## config.mk

```make
export PLATFORM = sky130hd
export DESIGN_NAME = line_window_3x3
export DESIGN_NICKNAME = d
export VERILOG_FILES = /design/src/rtl/line_window_3x3.sv
export SDC_FILE = /design/constraint.sdc
export NUM_CORES = 1
export LEC_CHECK = 0
export CAP_MARGIN = 20
export CORE_ASPECT_RATIO = 0.7
export CORE_MARGIN = 2
export CORE_UTILIZATION = 52
export DETAILED_ROUTE_END_ITERATION = 7
export GPL_TIMING_DRIVEN = 0
export PLACE_DENSITY = 0.75
export SLEW_MARGIN = 20
export SYNTH_ARGS = -nofsm -noshare
export SYNTH_HDL_FRONTEND = slang
export SYNTH_SLANG_ARGS = --single-unit
```

## constraint.sdc

```tcl
create_clock -name clk -period 1.64 [get_ports clk]
set_input_delay 0.328 -clock clk [delete_from_list [all_inputs] [get_ports clk]]
set_output_delay 0.328 -clock clk [all_outputs]
set_load 0.05 [all_outputs]
```

## src/rtl/line_window_3x3.sv

```systemverilog
// 3x3 sliding-window generator over a raster pixel stream, built from two line buffers.
// Optional start-of-frame input is enabled by defining LINE_WINDOW_SOF_EN.
module line_window_3x3 #(
  parameter int IMG_W = 8,
  parameter int IMG_H = 8
) (
  input  logic       clk,
  input  logic       rst_n,
  input  logic [7:0] pix_in,
  input  logic       pix_valid,
`ifdef LINE_WINDOW_SOF_EN
  input  logic       sof,
`endif
  output logic [7:0] window [9],
  output logic       win_valid
);

  localparam int CW = (IMG_W > 1) ? $clog2(IMG_W) : 1;
  localparam int RW = (IMG_H > 1) ? $clog2(IMG_H) : 1;

  logic [CW-1:0] col_q, col_d, eff_col_s;
  logic [RW-1:0] row_q, row_d, eff_row_s;
  logic [7:0]    lb1_q [IMG_W];
  logic [7:0]    lb2_q [IMG_W];
  logic [7:0]    sr_q  [6];
  logic [7:0]    lb1_rd_s, lb2_rd_s;
  logic          sof_s, fire_s;

`ifdef LINE_WINDOW_SOF_EN
  assign sof_s = pix_valid & sof;
`else
  assign sof_s = 1'b0;
`endif

  // An accepted sof pixel is placed at (0,0) regardless of the running counters
  always_comb begin
    eff_col_s = col_q;
    eff_row_s = row_q;
    if (sof_s) begin
      eff_col_s = '0;
      eff_row_s = '0;
    end else begin
      eff_col_s = col_q;
      eff_row_s = row_q;
    end
  end

  assign lb1_rd_s = lb1_q[eff_col_s];
  assign lb2_rd_s = lb2_q[eff_col_s];
  assign fire_s   = pix_valid && (eff_row_s >= RW'(2)) && (eff_col_s >= CW'(2));

  // Raster position of the next accepted pixel
  always_comb begin
    col_d = col_q;
    row_d = row_q;
    if (pix_valid) begin
      if (eff_col_s == CW'(IMG_W - 1)) begin
        col_d = '0;
        if (eff_row_s == RW'(IMG_H - 1)) begin
          row_d = '0;
        end else begin
          row_d = eff_row_s + RW'(1);
        end
      end else begin
        col_d = eff_col_s + CW'(1);
        row_d = eff_row_s;
      end
    end else begin
      col_d = col_q;
      row_d = row_q;
    end
  end

  // Position counters
  always_ff @(posedge clk or negedge rst_n) begin
    if (!rst_n) begin
      col_q <= '0;
      row_q <= '0;
    end else begin
      col_q <= col_d;
      row_q <= row_d;
    end
  end

  // Line buffers: lb1 holds row r-1, lb2 holds row r-2; lb1's old entry ages into lb2
  always_ff @(posedge clk or negedge rst_n) begin
    if (!rst_n) begin
      for (int i = 0; i < IMG_W; i++) begin
        lb1_q[i] <= 8'd0;
        lb2_q[i] <= 8'd0;
      end
    end else if (pix_valid) begin
      lb1_q[eff_col_s] <= pix_in;
      lb2_q[eff_col_s] <= lb1_rd_s;
    end
  end

  // Two previous columns per window row; at c=2 they hold columns 0 and 1 of this band
  always_ff @(posedge clk or negedge rst_n) begin
    if (!rst_n) begin
      for (int i = 0; i < 6; i++) begin
        sr_q[i] <= 8'd0;
      end
    end else if (pix_valid) begin
      sr_q[0] <= sr_q[1];
      sr_q[1] <= lb2_rd_s;
      sr_q[2] <= sr_q[3];
      sr_q[3] <= lb1_rd_s;
      sr_q[4] <= sr_q[5];
      sr_q[5] <= pix_in;
    end
  end

  // Window output register: loads only when a complete window exists, otherwise holds
  always_ff @(posedge clk or negedge rst_n) begin
    if (!rst_n) begin
      for (int i = 0; i < 9; i++) begin
        window[i] <= 8'd0;
      end
      win_valid <= 1'b0;
    end else begin
      win_valid <= fire_s;
      if (fire_s) begin
        window[0] <= sr_q[0];
        window[1] <= sr_q[1];
        window[2] <= lb2_rd_s;
        window[3] <= sr_q[2];
        window[4] <= sr_q[3];
        window[5] <= lb1_rd_s;
        window[6] <= sr_q[4];
        window[7] <= sr_q[5];
        window[8] <= pix_in;
      end
    end
  end

endmodule

```

# After elaboration in Yosys (flattened, before gate mapping)
# Index checks and enable logic that the tools add are counted.
classes:
  bitwise_logic: 1
  magnitude_cmp: 4
  n_addsub: 2
  muxes: 12
  reduce_logical: 4
  n_eq_ne: 2
op_table:
  columns: ["op", "n"]
  rows:
  - ["$bwmux W64", 2]
  - ["$bmux W8 S3", 2]
  - ["$mux W8", 5]
  - ["$demux W8 S3", 1]
  - ["$add A3 B1 Y3 const B", 2]
  - ["$eq A3 B3 Y1 const B", 2]
  - ["$ge A3 B2 Y1 const B", 2]
  - ["$mux W3", 2]
  - ["$ge A4 B4 Y1 const B", 1]
  - ["$lt A4 B1 Y1 const B", 1]
  - ["$not A3 Y4", 1]
  - ["$logic_and A1 B1 Y1", 3]
  - ["$reduce_and A2 Y1", 1]
word_totals:
  inputBits: 11
  wordCells: 59
  register_bits: 255

# Depth between registers and ports, before layout
# Gate-level depths: netlist of the first run.
depth:
  word_depth: 6
  mapped_depth: 7
  depth_no_buf: 5

# Worst setup path after synthesis of the first run
# OpenSTA, ideal clock, no wires.
synth_timing:
  path_type: "reg2reg"
  from: "register col_q[2]"
  to: "register lb1_q[41] (netlist bit)"
  setup_ps: 125
  required_ps: 1515
  t_arrival_ps: 1456
  synth_period_minus_slack_ps: 1581
  stages_incl_launch_ff: 6
  path_slack_ps: 59
  cell_sequence: "dfrtp_1 -> nand2b_1 -> buf_2 -> nor2_1 -> buf_2 -> mux2_2"
synth_between:
  elab_chain_len: 6
  word_cells_on_any_way: 7
synth_rtl:
  columns: ["item", "line_no", "text"]
  rows:
  - ["from (decl)", "21", "logic [CW-1:0] col_q, col_d, eff_col_s;"]
  - ["from (signal assigned)", "80", "col_q <= col_d;"]
  - ["$not A3 Y4 (implied by the code) (*)", "93", "lb1_q[eff_col_s] <= pix_in;"]
  - ["$ge A4 B4 Y1 (implied by the code) / $lt A4 B1 Y1 (equally long branches)", "93", null]
  - ["$logic_and A1 B1 Y1 (implied by the code)", "93", null]
  - ["$mux W8 (implied by the code)", "93", null]
  - ["$demux W8 S3 (*)", "93", null]
  - ["$bwmux W64 (*)", "93", null]
  - ["to (signal, indexed assignment)", "93", null]
  - ["to (decl)", "23", "logic [7:0] lb1_q [IMG_W];"]
# Every way passes the cells marked *; elsewhere a longest branch is shown, timed or not.
# A chain may end at the register's enable or synchronous reset.

# Worst setup path in the final report of the first run
layout_timing:
  from: "register col_q[0]"
  to: "register sr_q[16] (netlist bit)"
layout_between:
  elab_chain_len: 4
layout_rtl:
  columns: ["item", "line_no", "text"]
  rows:
  - ["$not A3 Y4 (implied by the code)", "48", "assign lb1_rd_s = lb1_q[eff_col_s];"]
  - ["$bmux W8 S3", "48", null]
  - ["$mux W8 (implied by the code) (2 in series)", "48", null]
  - ["to (decl)", "25", "logic [7:0] sr_q [6];"]
# Every way passes these cells. The select of a mux whose other input is x is not followed.

==> metrics.md, run 1 <==
| Metric | Value |
|---|---|
| Chip Height | `124 um` |
| Diodes inserted | `0` |
| EDFF count, synth | `0` |
| Leading cell type in the layout, fill and taps excluded | `nand2_1` |
| # nets final | `1,185` |
| Number of global-route vias before repair | `8,095` |
| Initial Util | `0.535` |
| Largest net degree at the start of global routing | `100` |
| Syn Area/Cell | `10.5 sq um` |
| Global-route wire length before repair | `45,600 um` |
| Synth area leader | `dfrtp_1` |
| Violated checks | `setup timing` |
| Die ar. | `21,800 sq um` |
| Top delay family on crit path | `compound AO/OA/AOI/OAI gates` |
| Final hold violation count | `0` |
| Gr usage total | `0.274` |
| Main flop type after synthesis | `dfrtp_1` |
| Static Leak | `6.42 nW` |
| Hold WC Path Type | `in -> reg` |
| Minimum clock period | `1.79 ns` |
| Layout cells sized above 1 | `0.351` |
| Clk root buf | `clkbuf_16` |
| Avg Vias per Cell | `5.83` |
| Mapped Nets | `1,037` |
| Hold Crit Depth | `3` |
| YS warnings | `0` |
| H-tree Lvls | `1` |
| CP max stage cell | `dfrtp_2` |
| Fin. max-slew vios | `0` |
| Drt initial violations | `797` |
| Syn Inst Count | `1,022` |
| Largest cells by area after synthesis | `dfrtp_1 60%, nand2_1 11%, mux2_2 7.3%` |
| Non-Filler Instances | `1,456` |
| Placed cell areas | `11,900 sq um` |
| Die Span X | `176 um` |
| Start point of the critical path | `col_q[0]$_DFFE_PN0P_` |
| DP HPWL | `19,200 um` |
| Clock transition at path regs | `0.07 ns` |
| Synth top area share | `0.596` |
| Fill cell instance count of the final layout | `1,345` |
| CTS sink count | `255` |
| Gr ovfl total | `0` |
| Crit path depth | `6` |
| Core region area | `20,000 sq um` |
| Syn-to-layout area delta | `32.7%` |
| Final ANT Viol Nets | `0` |
| Final WS setup | `-0.152 ns` |
| CTS Buf Count | `23` |
| Worst-Skew Late Latency | `0.51 ns` |
| Port Buf Inserts | `75` |
| Worst setup SP type | `register` |
| Max-cap viol count | `0` |
| Routability Congestion | `0.918` |
| DR pass1 iterations | `6` |
| Fraction of the cycle the final worst path needs | `1.09` |
| WS Path Type | `reg -> reg` |
| Initial antenna violation count | `0` |
| Status | `complete, but fails checks` |
| Peak VDD IR | `1370 uV` |
| R2r startpoint | `col_q[0]$_DFFE_PN0P_` |
| Max Fclk | `0.558 GHz` |
| Final core utilization | `0.710` |
| Most frequent cells in the layout | `303 x nand2_1, 253 x dfrtp_1, 69 x clkdlybuf4s15_2, 68 x nor2_1, 62 x mux2_2` |
| Worst setup EP type | `register` |
| Power per cell area | `2360 nW/um^2` |
| Crit path cell chain | `buf_8 -> buf_12 -> mux2_4 -> a221oi_2 -> a21o_4 -> a31oi_4` |
| Max FO, Critical Path | `8` |
| Tightest Pin Transition | `0.610 ns` |
| Average routed wire per standard cell | `21.0 um` |
| Slew HR | `0.593` |
| CTS tree | `built` |
| Via count | `8,483` |
| Setup violators final | `90` |
| Post-synth ARST share | `1.00` |
| Unrepaired setup endpoints after global routing | `true` |
| Clock Tree Buf Depth | `3` |
| Yosys cell types | `46` |
| Worst Path Buf+Inv | `2` |
| Worst EP arrival | `2.16 ns` |
| Post-Syn Area | `10,700 sq um` |
| WL final | `30,600 um` |
| DRC errors left | `0` |
| Skew final | `0.0165 ns` |
| Seq cells post-synth | `255` |
| R2R cell count | `6` |
| Post-synthesis sequential area ratio | `0.596` |
| Req. time, crit path | `2.01 ns` |
| Worst min-delay path startpoint | `pix_in[7]` |
| Crit-path max cell delay | `0.46 ns` |
| FP Rows | `43` |
| Cell area after layout | `14,200 sq um` |
| Dpl cells | `1,370` |
| Setup TNS | `-7.34 ns` |
| IO Pins | `84` |
==> power breakdown <==
group	internal, W	switching (W)
sequential	0.00923	0.00214
clock	0.00307	0.00233
combinational	0.00673	0.0101
==> sequential cells by signal (all words and copies together), names as in the netlist <==
register	count
win_valid	1
lb2_q	64
eff_row_s	3
lb1_q	64
window	72
sr_q	48
col_q	3
==> cells by family (layout without fill, tap and decap cells) <==
kind of cell,count (synthesis),after routing,synth area share
adders and majority gates,4,4,0.00467
AOI/OAI and AO/OA,158,158,0.0892
DFF,255,255,0.596
buffers and inverters,75,239,0.0389
and+or+nand+nor,416,416,0.157
muxes,114,114,0.115
==> per-layer routing <==
layer | track usage | wire (um) | part of all wire | vias up
met5 | 0 | 0 | 0 | -
met1 | 0.412 | 13500 | 0.44 | 4308
met4 | 0.0801 | 780 | 0.026 | 0
met3 | 0.0574 | 2550 | 0.083 | 70
met2 | 0.403 | 13700 | 0.45 | 389
li1 | - | - | - | 3716
==> through the flow <==
step | hold slack [ns] | power (W) | setup WS (ns)
after floorplan | 0.0324 | 0.0195 | 0.0594
after detailed placement | 0.388 | 0.0241 | -0.783
final | 0.269 | 0.0336 | -0.152
after global placement | 0.444 | 0.0237 | -10.50
after global routing | 0.268 | 0.0351 | -0.204
after CTS | 0.255 | 0.0315 | -0.0936
==> cell usage after synthesis (2+ instances only) <==
library cell and count:
a211o_1 6, a211oi_1 5, a211oi_2 3, a21o_1 2, a21oi_1 63, a31oi_1 14, a31oi_2 2, a41oi_1 2
buf_2 35, buf_4 9, buf_6 4, clkbuf_1 21, dfrtp_1 255, ha_1 4, inv_1 3, mux2_2 69
mux2i_1 45, nand2_1 306, nand2_2 2, nand2b_1 6, nor2_1 79, nor2_2 3, nor3_1 6, nor3_4 3
o21ai_0 30, o21ai_1 7, o22ai_1 15, o31ai_1 4, or2_1 2
==> worst paths after layout <==
path / slack [ns] / endpoint
worst min-delay path: 0.27 / lb1_q[23]$_DFFE_PN0P_
worst max register to register: -0.15 / sr_q[16]$_DFFE_PN0P_
worst max-delay path: -0.15 / sr_q[16]$_DFFE_PN0P_
max in group asynchronous: 0.37 / sr_q[6]$_DFFE_PN0P_
worst min register to register: 0.46 / window[40]$_DFFE_PN0P_
min in group asynchronous: 0.41 / lb2_q[54]$_DFFE_PN0P_
==> area by class of cell <==
cell class                      instances  area [sq um]  share of cell area
Tap cell                              270           338              0.0238
Sequential cell                       255          6380               0.449
Buffer                                 69           614              0.0432
Inverter                                4          15.0             0.00106
Clock buffer                           35           691              0.0486
Clock inverter                          6          61.3             0.00431
Multi-Input combinational cell        692          4660               0.328
Timing Repair Buffer                  125          1450               0.102
==> repair_timing <==
item / CTS / global route
hold buffers: 1 / 0
endpoints found under the hold margin: 97 / 0
gates cloned: 3 / 0
pin swaps: 16 / 45
setup endpoints to repair: 277 / 208
gates resized for setup: 340 / 157
buffers inserted: 24 / 19
==> worst min-delay path, cell delays in order <==
cell	delay, ns
clkbuf_1	0.25
nand2_1	0.12
nand2_1	0.04
Note: power is estimated with default switching activity, not from simulation.
==> run 2, diff against run 1 <==
- SLEW_MARGIN: 20 -> default
==> metrics.md, run 2 (synthesis gave the netlist of run 1 again) <==
| Metric | Value |
|---|---|
| Gr ovfl total | `0` |
| Drt initial violations | `955` |
| WL met2 | `14,600 um` |
| R2r startpoint | `col_q[2]$_DFFE_PN0P_` |
| WS Path Type | `reg -> reg` |
| Crit path cell chain | `buf_6 -> buf_6 -> mux2i_2 -> o22ai_1 -> nor3_2 -> a21oi_1` |
| Start point of the critical path | `col_q[2]$_DFFE_PN0P_` |
| Setup TNS | `-14.57 ns` |
| Static Leak | `6.58 nW` |
| Skew final | `0.0123 ns` |
| Final WS setup | `-0.202 ns` |
| H-tree Lvls | `1` |
| Wire length on met1 | `14,000 um` |
| Worst min-delay path startpoint | `pix_in[1]` |
| Top flop regs | `window (72), lb1_q (64), lb2_q (64)` |
| Peak VDD IR | `1310 uV` |
| WL final | `32,900 um` |
| Crit-path max cell delay | `0.46 ns` |
| Initial Util | `0.535` |
| Tightest Pin Transition | `0.748 ns` |
| Power per cell area | `2360 nW/um^2` |
| Chip Height | `124 um` |
| DP HPWL | `19,200 um` |
| Worst Path Buf+Inv | `2` |
| Worst setup EP type | `register` |
| CTS sink count | `255` |
| Number of global-route vias before repair | `8,123` |
| Slew HR | `0.501` |
| Final core utilization | `0.724` |
| DRC errors left | `0` |
| Setup violators final | `164` |
| Via count | `8,743` |
| Largest net degree at the start of global routing | `124` |
| Top delay family on crit path | `flip-flops` |
| Top reg by flops | `window` |
| Unrepaired setup endpoints after global routing | `true` |
| Diodes inserted | `0` |
| Final ANT Viol Nets | `0` |
| CP max stage cell | `dfrtp_1` |
| Max Fclk | `0.543 GHz` |
| Port Buf Inserts | `75` |
| CTS tree | `built` |
| Max FO, Critical Path | `10` |
| Clk root buf | `clkbuf_16` |
| DR top layer | `met4` |
| # nets final | `1,202` |
| Max reg flops | `72` |
| Leading cell type in the layout, fill and taps excluded | `nand2_1` |
| Worst-Skew Late Latency | `0.52 ns` |
| Req. time, crit path | `2.03 ns` |
| Initial antenna violation count | `0` |
| Fin. max-slew vios | `0` |
| Worst setup SP type | `register` |
| Status | `complete, but fails checks` |
| Most Frequent Cell on Critical Path | `buf_6` |
| Syn-to-layout area delta | `35.3%` |
| Max-cap viol count | `0` |
| DR pass1 iterations | `5` |
| IO Pins | `84` |
| Met3 WL | `3240 um` |
| Average routed wire per standard cell | `22.3 um` |
| Clock transition at path regs | `0.07 ns` |
| Clock Tree Buf Depth | `3` |
| Final hold violation count | `0` |
| Die Span X | `176 um` |
| Gr usage total | `0.276` |
| Most frequent cells in the layout | `277 x nand2_1, 253 x dfrtp_1, 70 x nor2_1, 68 x clkdlybuf4s15_2, 58 x mux2_2` |
| FP Rows | `43` |
| Worst EP arrival | `2.24 ns` |
| CTS Buf Count | `23` |
| Hold WC Path Type | `in -> reg` |
| Minimum clock period | `1.84 ns` |
| Core region area | `20,000 sq um` |
| Die ar. | `21,800 sq um` |
| Routability Congestion | `0.918` |
| Violated checks | `setup timing` |
| Layout cells sized above 1 | `0.368` |
| Global-route wire length before repair | `45,700 um` |
| Avg Vias per Cell | `5.94` |
| Fraction of the cycle the final worst path needs | `1.12` |
==> run 2: cell count changes in the layout (fill, tap and decap cells not counted), moves of 6 or more <==
cell	change
nand2_2	+21
buf_8	+7
o21ai_0	+9
clkbuf_16	+9
nand2_1	-26
mux2i_2	-6
o21ai_1	-8
buf_6	+17
mux2i_1	+9
==> run 2: metrics by stage <==
step                      area [sq um]  std cells  power [W]  hold slack, ns  setup slack (ns)
after CTS                        13400       1439     0.0310           0.231            -0.112
after global routing             14500       1472     0.0356           0.280            -0.226
after detailed placement         11900       1369     0.0241           0.224            -0.776
after floorplan                  10700       1022     0.0195          0.0324            0.0594
final                            14500       1472     0.0342           0.257            -0.202
after global placement           11800       1367     0.0237           0.444            -10.50
==> run 2: layout make-up <==
| type | count | area (sq um) |
|---|---|---|
| Buffer | 70 | 663 |
| Clock buffer | 31 | 646 |
| Clock inverter | 9 | 81.3 |
| Fill cell | 1289 | 5530 |
| Inverter | 4 | 22.5 |
| Multi-Input combinational cell | 693 | 4710 |
| Sequential cell | 255 | 6380 |
| Tap cell | 270 | 338 |
| Timing Repair Buffer | 140 | 1650 |
==> run 2: layer usage <==
| layer | track usage | vias to the layer above |
|---|---|---|
| li1 | - | 3763 |
| met1 | 0.409 | 4448 |
| met2 | 0.416 | 449 |
| met3 | 0.0604 | 83 |
| met4 | 0.0692 | 0 |
| met5 | 0 | - |
==> run 2: power by group <==
| part | internal (W) | switching (W) | total, W | leakage (nW) |
|---|---|---|---|---|
| sequential | 0.00923 | 0.00220 | 0.0114 | 3.09 |
| combinational | 0.00708 | 0.0104 | 0.0175 | 3.12 |
| clock | 0.00293 | 0.00240 | 0.00533 | 0.363 |
| total | 0.0192 | 0.0150 | 0.0342 | 6.58 |
==> run 2: worst register-to-register path: cells and delay by family, from the launching register on <==
kind / cells / cell delay [ns]
buffers and inverters: 2 / 0.45
multiplexers: 1 / 0.29
flip-flops: 1 / 0.46
AO/OA/AOI/OAI: 2 / 0.26
AND/OR/NAND/NOR: 1 / 0.26
==> run 2: final timing paths <==
| path | end | slack [ns] | cells after the start |
|---|---|---|---|
| max in group asynchronous | lb1_q[45]$_DFFE_PN0P_ | 0.23 | 4 |
| worst max register to register | sr_q[37]$_DFFE_PN0P_ | -0.20 | 6 |
| min in group asynchronous | lb2_q[52]$_DFFE_PN0P_ | 0.35 | 3 |
| worst min register to register | window[69]$_DFFE_PN0P_ | 0.47 | 2 |
| worst min-delay path | lb1_q[33]$_DFFE_PN0P_ | 0.26 | 3 |
| worst max-delay path | sr_q[37]$_DFFE_PN0P_ | -0.20 | 6 |
==> run 2: timing repair <==
action	4_1_cts	5_1_grt
pin swaps	19	82
setup buffers	25	25
resized for setup	324	225
hold buffers	2	0
gates cloned	3	10
endpoints found under the setup margin	278	208
endpoints found under the hold margin	40	0
